--- src/rtl/gobang_pkg.sv ---
// Shared constants, state/result encodings and board-index helper for the gobang turn sequencer.
package gobang_pkg;

  localparam int BOARD_N = 15;
  localparam int CELLS   = BOARD_N * BOARD_N;
  localparam int IDX_W   = 8;

  typedef enum logic [2:0] {
    S_IDLE       = 3'd0,
    S_WAIT_HUMAN = 3'd1,
    S_CHECK_H    = 3'd2,
    S_JUDGE_H    = 3'd3,
    S_RUN_AI     = 3'd4,
    S_JUDGE_A    = 3'd5,
    S_OVER       = 3'd6,
    S_ERROR      = 3'd7
  } state_t;

  typedef enum logic [1:0] {
    RES_NONE  = 2'b00,
    RES_HUMAN = 2'b01,
    RES_AI    = 2'b10,
    RES_DRAW  = 2'b11
  } result_t;

  // Row-major cell index; out-of-range coordinates still fit in 8 bits (max 240).
  function automatic logic [IDX_W-1:0] cell_index(input logic [3:0] x, input logic [3:0] y);
    return ({4'd0, y} * 8'(BOARD_N)) + {4'd0, x};
  endfunction

endpackage

--- src/rtl/gobang_cell_check.sv ---
// Combinational legality check for one board coordinate: on the board and empty on both bitmaps.
module gobang_cell_check
  import gobang_pkg::*;
(
  input  logic [3:0]       x,
  input  logic [3:0]       y,
  input  logic [CELLS-1:0] human_board,
  input  logic [CELLS-1:0] ai_board,
  output logic [IDX_W-1:0] index,
  output logic             legal
);

  logic in_range;
  logic occupied;

  always_comb begin
    index    = cell_index(x, y);
    in_range = (x < 4'(BOARD_N)) && (y < 4'(BOARD_N));
    occupied = 1'b0;
    // Only look at the bitmaps when the index is known to be inside them.
    if (in_range) begin
      occupied = human_board[index] | ai_board[index];
    end
    legal = in_range && !occupied;
  end

endmodule

--- src/rtl/gobang_turn_ctrl.sv ---
// Turn sequencer for 15x15 gobang: owns both boards, validates moves, drives aiGo, declares win/draw.
// Optional AI search watchdog enabled by defining GOBANG_AI_WATCHDOG_EN.
//
// Handshakes: a human move transfers on a cycle where move_valid && move_ready;
// ai_enable is a level held through RUN_AI and the AI move transfers on the cycle
// ai_finish is sampled high while ai_enable is high. new_game overrides both.
module gobang_turn_ctrl
  import gobang_pkg::*;
#(
  parameter int AI_TIMEOUT = 1000000,
  parameter int WD_W       = 20
) (
  input  logic             clk,
  input  logic             reset,
  input  logic             start,
  input  logic             new_game,
  input  logic             move_valid,
  input  logic [3:0]       move_x,
  input  logic [3:0]       move_y,
  output logic             move_ready,
  output logic             move_reject,
  output logic             ai_enable,
  input  logic             ai_finish,
  input  logic [3:0]       ai_x,
  input  logic [3:0]       ai_y,
  input  logic             hm_win,
  input  logic             ai_win,
  output logic [CELLS-1:0] human_board,
  output logic [CELLS-1:0] ai_board,
  output logic [7:0]       move_count,
  output logic [1:0]       result,
  output logic [2:0]       fsm_state
);

  state_t           state;
  state_t           state_nxt;
  logic [3:0]       hx;
  logic [3:0]       hy;
  logic [3:0]       chk_x;
  logic [3:0]       chk_y;
  logic [IDX_W-1:0] chk_idx;
  logic             chk_legal;
  logic             board_full;
  logic             human_commit;
  logic             ai_commit;
  logic             wd_expired;

  // The checker serves the latched human move, except while the AI owns the turn.
  always_comb begin
    chk_x = hx;
    chk_y = hy;
    if (state == S_RUN_AI) begin
      chk_x = ai_x;
      chk_y = ai_y;
    end
  end

  gobang_cell_check u_cell_check (
    .x           (chk_x),
    .y           (chk_y),
    .human_board (human_board),
    .ai_board    (ai_board),
    .index       (chk_idx),
    .legal       (chk_legal)
  );

  assign board_full   = (move_count == 8'(CELLS));
  assign human_commit = (state == S_CHECK_H) && chk_legal && !new_game;
  assign ai_commit    = (state == S_RUN_AI) && ai_finish && chk_legal && !new_game;

`ifdef GOBANG_AI_WATCHDOG_EN
  logic [WD_W-1:0] wd_cnt;

  // Held at zero outside RUN_AI, so every search starts counting from zero.
  always_ff @(posedge clk or negedge reset) begin
    if (!reset) begin
      wd_cnt <= '0;
    end else if (state != S_RUN_AI) begin
      wd_cnt <= '0;
    end else begin
      wd_cnt <= wd_cnt + 1'b1;
    end
  end

  assign wd_expired = (state == S_RUN_AI) && (wd_cnt == WD_W'(AI_TIMEOUT - 1));
`else
  localparam bit unused_wd_cfg = (AI_TIMEOUT > 0) && (WD_W > 0);
  assign wd_expired = 1'b0;
`endif

  // State register.
  always_ff @(posedge clk or negedge reset) begin
    if (!reset) begin
      state <= S_IDLE;
    end else begin
      state <= state_nxt;
    end
  end

  // Next-state logic; new_game beats every other event in the same cycle.
  always_comb begin
    state_nxt = state;
    if (new_game) begin
      state_nxt = S_IDLE;
    end else begin
      case (state)
        S_IDLE: begin
          if (start) state_nxt = S_WAIT_HUMAN;
        end
        S_WAIT_HUMAN: begin
          if (move_valid) state_nxt = S_CHECK_H;
        end
        S_CHECK_H: begin
          state_nxt = chk_legal ? S_JUDGE_H : S_WAIT_HUMAN;
        end
        S_JUDGE_H: begin
          if (hm_win || board_full) state_nxt = S_OVER;
          else                      state_nxt = S_RUN_AI;
        end
        S_RUN_AI: begin
          if (ai_finish)       state_nxt = chk_legal ? S_JUDGE_A : S_ERROR;
          else if (wd_expired) state_nxt = S_ERROR;
        end
        S_JUDGE_A: begin
          if (ai_win || board_full) state_nxt = S_OVER;
          else                      state_nxt = S_WAIT_HUMAN;
        end
        S_OVER:  state_nxt = S_OVER;
        S_ERROR: state_nxt = S_ERROR;
        default: state_nxt = S_IDLE;
      endcase
    end
  end

  // Output logic.
  always_comb begin
    move_ready  = 1'b0;
    move_reject = 1'b0;
    ai_enable   = 1'b0;
    fsm_state   = state;
    case (state)
      S_WAIT_HUMAN: move_ready  = 1'b1;
      S_CHECK_H:    move_reject = !chk_legal && !new_game;
      S_RUN_AI:     ai_enable   = 1'b1;
      default: ;
    endcase
  end

  // Latched human move: captured on the accepting handshake only.
  always_ff @(posedge clk or negedge reset) begin
    if (!reset) begin
      hx <= '0;
      hy <= '0;
    end else if ((state == S_WAIT_HUMAN) && move_valid && !new_game) begin
      hx <= move_x;
      hy <= move_y;
    end
  end

  // Boards only change on a committed move, so humanIn is stable during a search.
  always_ff @(posedge clk or negedge reset) begin
    if (!reset) begin
      human_board <= '0;
      ai_board    <= '0;
      move_count  <= '0;
      result      <= RES_NONE;
    end else if (new_game) begin
      human_board <= '0;
      ai_board    <= '0;
      move_count  <= '0;
      result      <= RES_NONE;
    end else begin
      if (human_commit) begin
        human_board[chk_idx] <= 1'b1;
      end
      if (ai_commit) begin
        ai_board[chk_idx] <= 1'b1;
      end
      if ((human_commit || ai_commit) && !board_full) begin
        move_count <= move_count + 8'd1;
      end
      case (state)
        S_IDLE: begin
          if (start) result <= RES_NONE;
        end
        S_JUDGE_H: begin
          if (hm_win)          result <= RES_HUMAN;
          else if (board_full) result <= RES_DRAW;
        end
        S_JUDGE_A: begin
          if (ai_win)          result <= RES_AI;
          else if (board_full) result <= RES_DRAW;
        end
        default: ;
      endcase
    end
  end

endmodule
--- config.mk ---
export PLATFORM = sky130hd
export DESIGN_NAME = gobang_turn_ctrl
export DESIGN_NICKNAME = d
export VERILOG_FILES = /design/src/rtl/gobang_pkg.sv /design/src/rtl/gobang_cell_check.sv /design/src/rtl/gobang_turn_ctrl.sv
export SDC_FILE = /design/constraint.sdc
export NUM_CORES = 1
export LEC_CHECK = 0
export ABC_AREA = 1
export BUFFER_PORTS_ARGS = -buffer_cell sky130_fd_sc_hd__buf_2
export CAP_MARGIN = 20
export CORE_ASPECT_RATIO = 1.4
export CORE_MARGIN = 8
export CORE_UTILIZATION = 45
export CTS_CLUSTER_DIAMETER = 40
export DETAILED_ROUTE_END_ITERATION = 12
export PLACE_DENSITY = 0.82
export SLEW_MARGIN = 10
export SYNTH_ARGS = -nofsm -noshare
export SYNTH_HDL_FRONTEND = slang
export SYNTH_SLANG_ARGS = --single-unit
--- constraint.sdc ---
create_clock -name clk -period 6.85 [get_ports clk]
set_input_delay 1.37 -clock clk [delete_from_list [all_inputs] [get_ports clk]]
set_output_delay 1.37 -clock clk [all_outputs]
set_load 0.1 [all_outputs]
Word level (Yosys, flattened, before mapping)

Cells that the tools add are included.

Register bits: 471
Input port bits: 24

Add/subtract/negate cells: 2
$mul: 1
Order comparisons: 4
Eq/ne operators: 11
Mux-type cells: 33
Bitwise gates (word level): 3
Reductions and logical operators: 26

Operators with widths:

| cell                                                               | count |
|---|---|
| 2-to-1 mux 225 bit                                                 | 4 |
| OR 225 bit                                                         | 2 |
| case mux 3 bit (8 select lines)                                    | 1 |
| binary-select mux 1 bit (select 8 bit)                             | 2 |
| 2-to-1 mux 2 bit                                                   | 8 |
| 2-to-1 mux 8 bit                                                   | 2 |
| 2-to-1 mux 3 bit                                                   | 5 |
| == test 3 bit (second input constant)                              | 4 |
| logical AND 1 bit                                                  | 12 |
| less-than comparator 8 x 9 -> 1 bit (second input constant)        | 1 |
| inequality test 3 bit (second input constant)                      | 3 |
| adder 8 x 1 -> 8 bit (second input constant)                       | 1 |
| adder 8 x 4 -> 8 bit                                               | 1 |
| demux 1 bit (select 8 bit)                                         | 1 |
| == test 8 bit (second input constant)                              | 1 |
| greater-or-equal comparator 8 x 1 -> 1 bit (second input constant) | 1 |
| less-than comparator 4 bit (second input constant)                 | 2 |
| multiplier 4 x 4 -> 8 bit (second input constant)                  | 1 |
| 2-to-1 mux 4 bit                                                   | 2 |
| 2-to-1 mux 1 bit                                                   | 7 |
| == test 3 x 2 -> 1 bit (second input constant)                     | 2 |
| case mux 2 bit (3 select lines)                                    | 1 |
| nonzero test 2 bit                                                 | 3 |
| zero test 1 bit                                                    | 4 |
| other kinds (7)                                                    | 9 |

Depth between registers and ports, before layout

Gate-level depths: netlist of run 1.

Depth in word-level cells: 16
Depth in mapped cells: 34
Gate-level depth less buffers: 31

Cells and area by module

A second synthesis of run 1 with hierarchy kept.

Cell total of the unflattened synthesis: 3,094
Area total of the unflattened synthesis: 23,606.4 um^2

By module, submodules not included:

| module            | instances | cells an instance | area an instance (um^2) | sequential area each (um^2) |
|---|---|---|---|---|
| gobang_turn_ctrl  | 1         | 1,986             | 18,405.2                | 11,786.3 |
| gobang_cell_check | 1         | 1,108             | 5,201.2                 | 0.0 |

Least setup slack after synthesis of run 1

No wires, ideal clock.

Kind: flip-flop to output port
Start point: register state[2], in the netlist fsm_state[2]
End point: output port move_reject
Arrival time: 7.122 ns
Required time: 5.480 ns
Path slack: -1.642 ns
Cell stages (with the launch flop): 32
Cells stage by stage: dfrtp_1 > clkbuf_1 > nand2_1 > clkbuf_1 > o21ai_0 > inv_1 > fa_1 > inv_1 > fa_1 > inv_1 > fa_1 > inv_1 > ha_1 > inv_1 > nand2_1 > nand2_1 > inv_1 > nor2_1 > clkbuf_1 > o21ai_0 > nand2_1 > nor2_1 > nor2_1 > nor2_1 > nand2_1 > nand2_1 > nand2_1 > nor2_4 > buf_2 > nand2_1 > nand2_1 > nor2_1

Cells in the longest elaborated chain, start to end: 13
Elaborated cells on any way between the ends: 20

Ends and longest elaborated chain:

| what                                   | line                    | text |
|---|---|---|
| start, declared                        | gobang_turn_ctrl.sv:35  | `state_t state;` |
| start signal, assigned                 | gobang_turn_ctrl.sv:96  | `state <= state_nxt;` |
| == test 3 bit                          | gobang_turn_ctrl.sv:52  | `if (state == S_RUN_AI) begin` |
| 2-to-1 mux 4 bit                       | gobang_turn_ctrl.sv:52  |  |
| multiplier 4 x 4 -> 8 bit              | gobang_pkg.sv:28        | `return ({4'd0, y} * 8'(BOARD_N)) + {4'd0, x};` |
| adder 8 x 4 -> 8 bit                   | gobang_pkg.sv:28        |  |
| binary-select mux 1 bit (select 8 bit) | gobang_cell_check.sv:22 | `occupied = human_board[index] \| ai_board[index];` |
| 2-to-1 mux 1 bit (not written as such) | gobang_cell_check.sv:22 |  |
| OR 1 bit                               | gobang_cell_check.sv:22 |  |
| 2-to-1 mux 1 bit                       | gobang_cell_check.sv:21 | `if (in_range) begin` |
| zero test 1 bit                        | gobang_cell_check.sv:24 | `legal = in_range && !occupied;` |
| logical AND 1 bit                      | gobang_cell_check.sv:24 |  |
| zero test 1 bit                        | gobang_turn_ctrl.sv:143 | `S_CHECK_H: move_reject = !chk_legal && !new_game;` |
| logical AND 1 bit                      | gobang_turn_ctrl.sv:143 |  |
| 2-to-1 mux 1 bit (*)                   | gobang_turn_ctrl.sv:141 | `case (state)` |
| end, declared                          | gobang_turn_ctrl.sv:21  | `output logic move_reject,` |

Every way passes the cells marked *; elsewhere a longest branch is shown, timed or not. The select of a mux whose other input is x is not followed.

Worst setup path in the final report of run 1

Start point: input port ai_y[1]
End point: output port move_reject

Cells in the longest elaborated chain, start to end: 12
Elaborated cells on any way between the ends: 16

Ends and longest elaborated chain:

| what                                   | line                    | text |
|---|---|---|
| start, declared                        | gobang_turn_ctrl.sv:25  | `input logic [3:0] ai_y,` |
| 2-to-1 mux 4 bit (*)                   | gobang_turn_ctrl.sv:52  |  |
| multiplier 4 x 4 -> 8 bit              | gobang_pkg.sv:28        |  |
| adder 8 x 4 -> 8 bit                   | gobang_pkg.sv:28        |  |
| binary-select mux 1 bit (select 8 bit) | gobang_cell_check.sv:22 |  |
| 2-to-1 mux 1 bit (not written as such) | gobang_cell_check.sv:22 |  |
| OR 1 bit                               | gobang_cell_check.sv:22 |  |
| 2-to-1 mux 1 bit                       | gobang_cell_check.sv:21 |  |
| zero test 1 bit                        | gobang_cell_check.sv:24 |  |
| logical AND 1 bit (*)                  | gobang_cell_check.sv:24 |  |
| zero test 1 bit (*)                    | gobang_turn_ctrl.sv:143 |  |
| logical AND 1 bit (*)                  | gobang_turn_ctrl.sv:143 |  |
| 2-to-1 mux 1 bit (*)                   | gobang_turn_ctrl.sv:141 |  |

Marked as above.

==> flow_summary.toml, run 1 <==
[setup_path]
cp-end-kind = "output port"
cp_num_buf_inv = 10
critPathCapture = "move_reject"
cp-start-kind = "primary input"
path_depth = 30
r2r_slack_ns = 0.69
crit_required_ns = 5.48
startpoint = "ai_y[1]"
crit_path_frequent_cell = "inv_2"
arrival_ns = 5.47
r2r-end = "ai_board[127]"
cp_top_family = "adder cells"
cpPeakStageDelay_ns = 0.55
slowest_stage = "fa_1"
r2r-start = "fsm_state[1]"
worst-r2r-cell-count = 31
crit_type = "primary input to output port"
worstPathMaxFanout = 6

[routing]
wl_mm = 105
num_vias = 25945
detail-route-antenna-nets = 0
post_drt_wl_per_cell_um = 22.9
via_per_inst = 5.65
drt_iter0_markers = 3278
first_pass_iters = 5
drt_drc_violations_left = 0

[die]
die-area_um2 = 63700
die_w_um = 216
coreArea_um2 = 55300
row_count = 102
initial_core_util_pct = 45.4
io_pins = 490
die_y_um = 295

[placed_design]
placed_area_um2 = 28600
io_buffers = 489
dp_slack_ns = -0.150
gp_congestion = 0.938
hpwlAfterDp_mm = 73.2

[synth]
ys_types = 41
async_reset_ff_share_pct = 100
yosysTopAreaCell = "dfrtp_1"
syn_area_um2 = 25100
synth_fa_ha_area_share_pct = 1.51
synth.area.top_cells = "dfrtp_1, nand2_1, nor2_1"
netlist_top_cells_count = "nand2_1, nor2_1, dfrtp_1, inv_1, a21oi_1"
ys_seq_area_share_pct = 47.0
synth_xor_area_share_pct = 0.314
synth_compound_area_share_pct = 15.2
ys_warn_count = 0
syn-num-nets = 3421
synth-seq-cells = 471
muxShareOfSynthArea_pct = 0.359
syn-instance-count = 3371
yosysMostFrequentCell = "nand2_1"
synth_top_family_by_area = "simple AND/OR/NAND/NOR gates"
synth-simple-area-share_pct = 24.6
synth_edf_count = 0
ys.flop_type = "dfrtp_1"
avgSynthCellArea_um2 = 7.44
yosys.area.top_type_share_pct = 47.0

[clocking]
clock-root-buffer = "clkbuf_16"
hold_buffers = 0
cts-buffers-inserted = 60
insertion_delay_ns = 0.65
cts_sinks = 471
ctsLongestPathBuffers = 3
cts_tree = "yes"
htreeDepth = 2
clk_pin_slew_ns = 0.06

[sta]
rsz0062_at_grt = "yes"
setup_violations = 0
skew_ns = 0.0380
period_needed_ns = 6.84
setup_ws_ns = 0.0142
fmax_mhz = 146
slew_headroom_pct = 24.1
min_period_over_period_pct = 99.8
hold_viol = 0
worst_pin_slew_ns = 1.14
drv_slew = 0

[global_route]
track_usage_pct = 31.6
antenna_found_initial = 0
grt_pass1_wl_mm = 156
overflow = 0
grt_max_degree = 162
grt_pass1_vias = 24884

[finish]
final_cell_area_um2 = 30900
final_util_pct = 56.0
drive_gt1_share_pct = 20.5
nets = 3862
syn_to_final_growth_pct = 23.3

[run]
cap_violations = 0

[outcome]
outcome = "finished, final reports clean"

[hold_path]
min_path_type = "flip-flop to flip-flop"
-- kinds of logic after synthesis --
family,after synthesis
buffers and inverters,684
XOR/XNOR,9
flip-flops,471
AND/OR/NAND/NOR,1517
adder cells (fa/ha/maj),26
AO/OA/AOI/OAI,656
multiplexers,8
-- state kept, by name, indices dropped and copies added, names as in the netlist --
| signal | flops |
|---|---|
| ai_board | 225 |
| fsm_state | 3 |
| human_board | 225 |
| hx | 4 |
| hy | 4 |
| move_count | 8 |
| result | 2 |
-- area by class of cell --
| type | count | area (um^2) |
|---|---|---|
| diodes | 1 | 2.50 |
| clock buffers | 78 | 1680 |
| clock inverters | 36 | 385 |
| fillers | 5088 | 24300 |
| inverters | 470 | 1770 |
| multi-input cells | 2216 | 10800 |
| flip-flops and latches | 471 | 11800 |
| well taps | 728 | 911 |
| repair buffers | 593 | 3560 |
-- worst min path at each step --
stage / start / end / slack, ns / cells past startpoint
3_5_place_dp: result[0] / result[0] / 0.49 / 2
6_report: result[0] / result[0] / 0.50 / 2
4_1_cts: result[0] / result[0] / 0.50 / 2
3_3_place_gp: result[0] / result[0] / 0.48 / 2
2_1_floorplan: hx[0] / hx[0] / 0.47 / 1
5_1_grt: ai_board[218] / ai_board[218] / 0.53 / 1
-- worst min-delay path: stages, from the launching register on --
cell and delay [ns]:
dfrtp_1 0.34, o21ai_0 0.08, inv_1 0.05
-- repair_timing --
item / CTS / global route
gates resized for setup: 9 / 63
buffers inserted: 2 / 3
gates cloned: 0 / 3
endpoints found under the setup margin: 1 / 1
pin swaps: 2 / 45
-- routing by layer --
| layer | wire, um | GRT usage, % | vias to the layer above |
|---|---|---|---|
| met5 | 0 | 0 | - |
| met4 | 8290 | 21.6 | 0 |
| met3 | 13400 | 11.6 | 427 |
| met2 | 47500 | 48.8 | 1685 |
| met1 | 36100 | 36.6 | 12263 |
| li1 | - | - | 11570 |
-- cell usage in the layout, fill, tap and decap left out, types with 7 or more instances in the layout --
cell / Yosys / final
buf_4: 7 / 80
xor2_1: 7 / 7
o21ai_0: 112 / 99
buf_12: 0 / 20
o21ai_1: 5 / 10
clkbuf_16: 0 / 62
buf_2: 72 / 484
o21a_1: 172 / 172
dfrtp_1: 471 / 468
inv_2: 6 / 15
inv_6: 0 / 16
fa_1: 7 / 7
nor2_4: 1 / 10
nand2_1: 821 / 793
clkbuf_1: 112 / 7
nor2_1: 502 / 493
nand2_4: 1 / 9
nand4_1: 154 / 154
ha_1: 19 / 16
o22ai_1: 54 / 54
nand3_1: 21 / 20
mux2_2: 8 / 8
nand2_2: 2 / 21
inv_1: 463 / 451
clkbuf_8: 0 / 11
a21oi_1: 304 / 302
inv_8: 0 / 8
-- stage by stage --
step	setup TNS (ns)	hold slack, ns	cells
after floorplan	0	0.471	3371
after global placement	-4.81	0.478	4470
after detailed placement	-7.98	0.486	4470
after CTS	0	0.503	4586
after global routing	-0.139	0.528	4592
final	0	0.502	4593
Power of run 1 is left out: the tool's default activity adds up to more than one toggle a clock period on the data nets, which glitch-free logic cannot reach.
==> run 2, diff against run 1 <==
Settings changed: MAX_ROUTING_LAYER set to met4.
==> run 2 against run 1 <==
Against the previous run: core utilization is 0.39 points lower; critical path type unchanged; die area unchanged; maximum frequency increased by 1.1%; design area fell by 0.70%.
==> flow_summary.toml, run 2 (synthesized netlist as in run 1, its figures left out) <==
[finish]
fill_cells = 5132
nets = 3868
diodes = 0
final_cell_area_um2 = 30700
mostFrequentLayoutCell = "nand2_1"
largestRegisters = "ai_board x225, human_board x225, move_count x8"
regArea_um2 = 11800
drive_gt1_share_pct = 20.0
syn_to_final_growth_pct = 22.5
multi_input_area_um2 = 10700
final_cell_mix = "nand2_1, nor2_1, buf_2, dfrtp_1, inv_1"

[routing]
via_per_inst = 5.70
drt_drc_violations_left = 0
drt_iter0_markers = 3488
detail-route-antenna-nets = 0
num_vias = 26184
first_pass_iters = 7
wl_mm = 107
post_drt_wl_per_cell_um = 23.4

[global_route]
track_usage_pct = 33.4
overflow = 0
antenna_found_initial = 0
grt_pass1_vias = 24974
grt_pass1_wl_mm = 159
grt_max_degree = 168

[clocking]
hold_buffers = 0
clk_pin_slew_ns = 0.06
insertion_delay_ns = 0.65
ctsLongestPathBuffers = 3
htreeDepth = 2
cts_tree = "yes"
cts-buffers-inserted = 55
clock-root-buffer = "clkbuf_16"
cts_sinks = 471

[run]
cap_violations = 0

[setup_path]
r2r_slack_ns = 0.93
worst-r2r-cell-count = 33
r2r-start = "fsm_state[2]"
crit_required_ns = 5.48
worstPathMaxFanout = 6
crit_type = "primary input to output port"
cpPeakStageDelay_ns = 0.50
critPathCapture = "move_reject"
slowest_stage = "fa_1"
arrival_ns = 5.39
cp-end-kind = "output port"
crit_path_frequent_cell = "nand2_1"
cp-start-kind = "primary input"
startpoint = "ai_y[2]"
r2r-end = "human_board[173]"

[outcome]
outcome = "finished, final reports clean"

[die]
die_w_um = 216
initial_core_util_pct = 45.4
coreArea_um2 = 55300
die-area_um2 = 63700
row_count = 102
die_y_um = 295
io_pins = 490

[placed_design]
placed_area_um2 = 28600
hpwlAfterDp_mm = 74.8
io_buffers = 489
dp_slack_ns = -0.0761
gp_congestion = 0.949

[sta]
drv_slew = 0
skew_ns = 0.0541
setup_ws_ns = 0.0862
period_needed_ns = 6.76
min_period_over_period_pct = 98.7
worst_pin_slew_ns = 1.02
rsz0062_at_grt = "yes"
setup_violations = 0
hold_viol = 0
slew_headroom_pct = 31.7
fmax_mhz = 148

[hold_path]
min_path_type = "flip-flop to flip-flop"
[run 2: changes by cell type in the layout (fill, tap and decap cells not counted), moves of 3 or more]
cell	change
nand2_4	-3
clkinv_2	+5
nand2_1	+14
inv_6	-7
clkbuf_16	-5
clkinvlp_4	+3
nand2_2	-10
o21ai_1	+3
buf_4	+13
inv_8	-5
clkbuf_8	-6
[run 2: cell type report]
class                      count  area share (%)
sequential                   471            38.4
multi-input combinational   2216            35.0
timing repair buffer         604            11.8
inverter                     470            5.79
clock buffer                  66            4.78
tap                          728            2.96
clock inverter                35            1.29
[run 2: worst min path at each step]
stage,startpoint,end,slack [ns],depth (start not counted)
after floorplan,hx[0],hx[0],0.47,1
after global placement,result[0],result[0],0.48,2
after detailed placement,ai_board[34],ai_board[34],0.50,1
after CTS,hx[1],hx[1],0.51,1
after global routing,hx[1],hx[1],0.52,1
final,hx[1],hx[1],0.50,1
[run 2: timing repair]
action / 4_1_cts / 5_1_grt
resized for setup: 8 / 40
endpoints found under the setup margin: 1 / 1
buffers inserted: 0 / 11
pin swaps: 0 / 32
cloned: 0 / 3
[run 2: per-stage QoR]
stage,hold slack (ns),TNS [ns],util (%),std cells
6_report,0.504,0,55.6,4590
3_3_place_gp,0.478,0,51.8,4475
2_1_floorplan,0.471,0,-,3371
3_5_place_dp,0.497,-0.0761,51.8,4475
4_1_cts,0.509,0,55.2,4576
5_1_grt,0.518,-0.0908,55.6,4590
[run 2: worst max-delay path: cells and delay by family]
kind | cells | cell delay [ns]
fa+ha+maj | 4 | 1.80
simple gates | 14 | 1.08
buf+inv | 10 | 0.82
compound gates | 2 | 0.29
[run 2: metal layers]
| metal | vias to the layer above | routed length (um) | global-route usage, % |
|---|---|---|---|
| met2 | 1714 | 47600 | 49.8 |
| met1 | 12429 | 37600 | 37.9 |
| li1 | 11585 | - | - |
| met5 | - | 0 | - |
| met4 | 0 | 8590 | 21.7 |
| met3 | 456 | 13600 | 11.9 |
Power of run 2 is left out for the same reason.
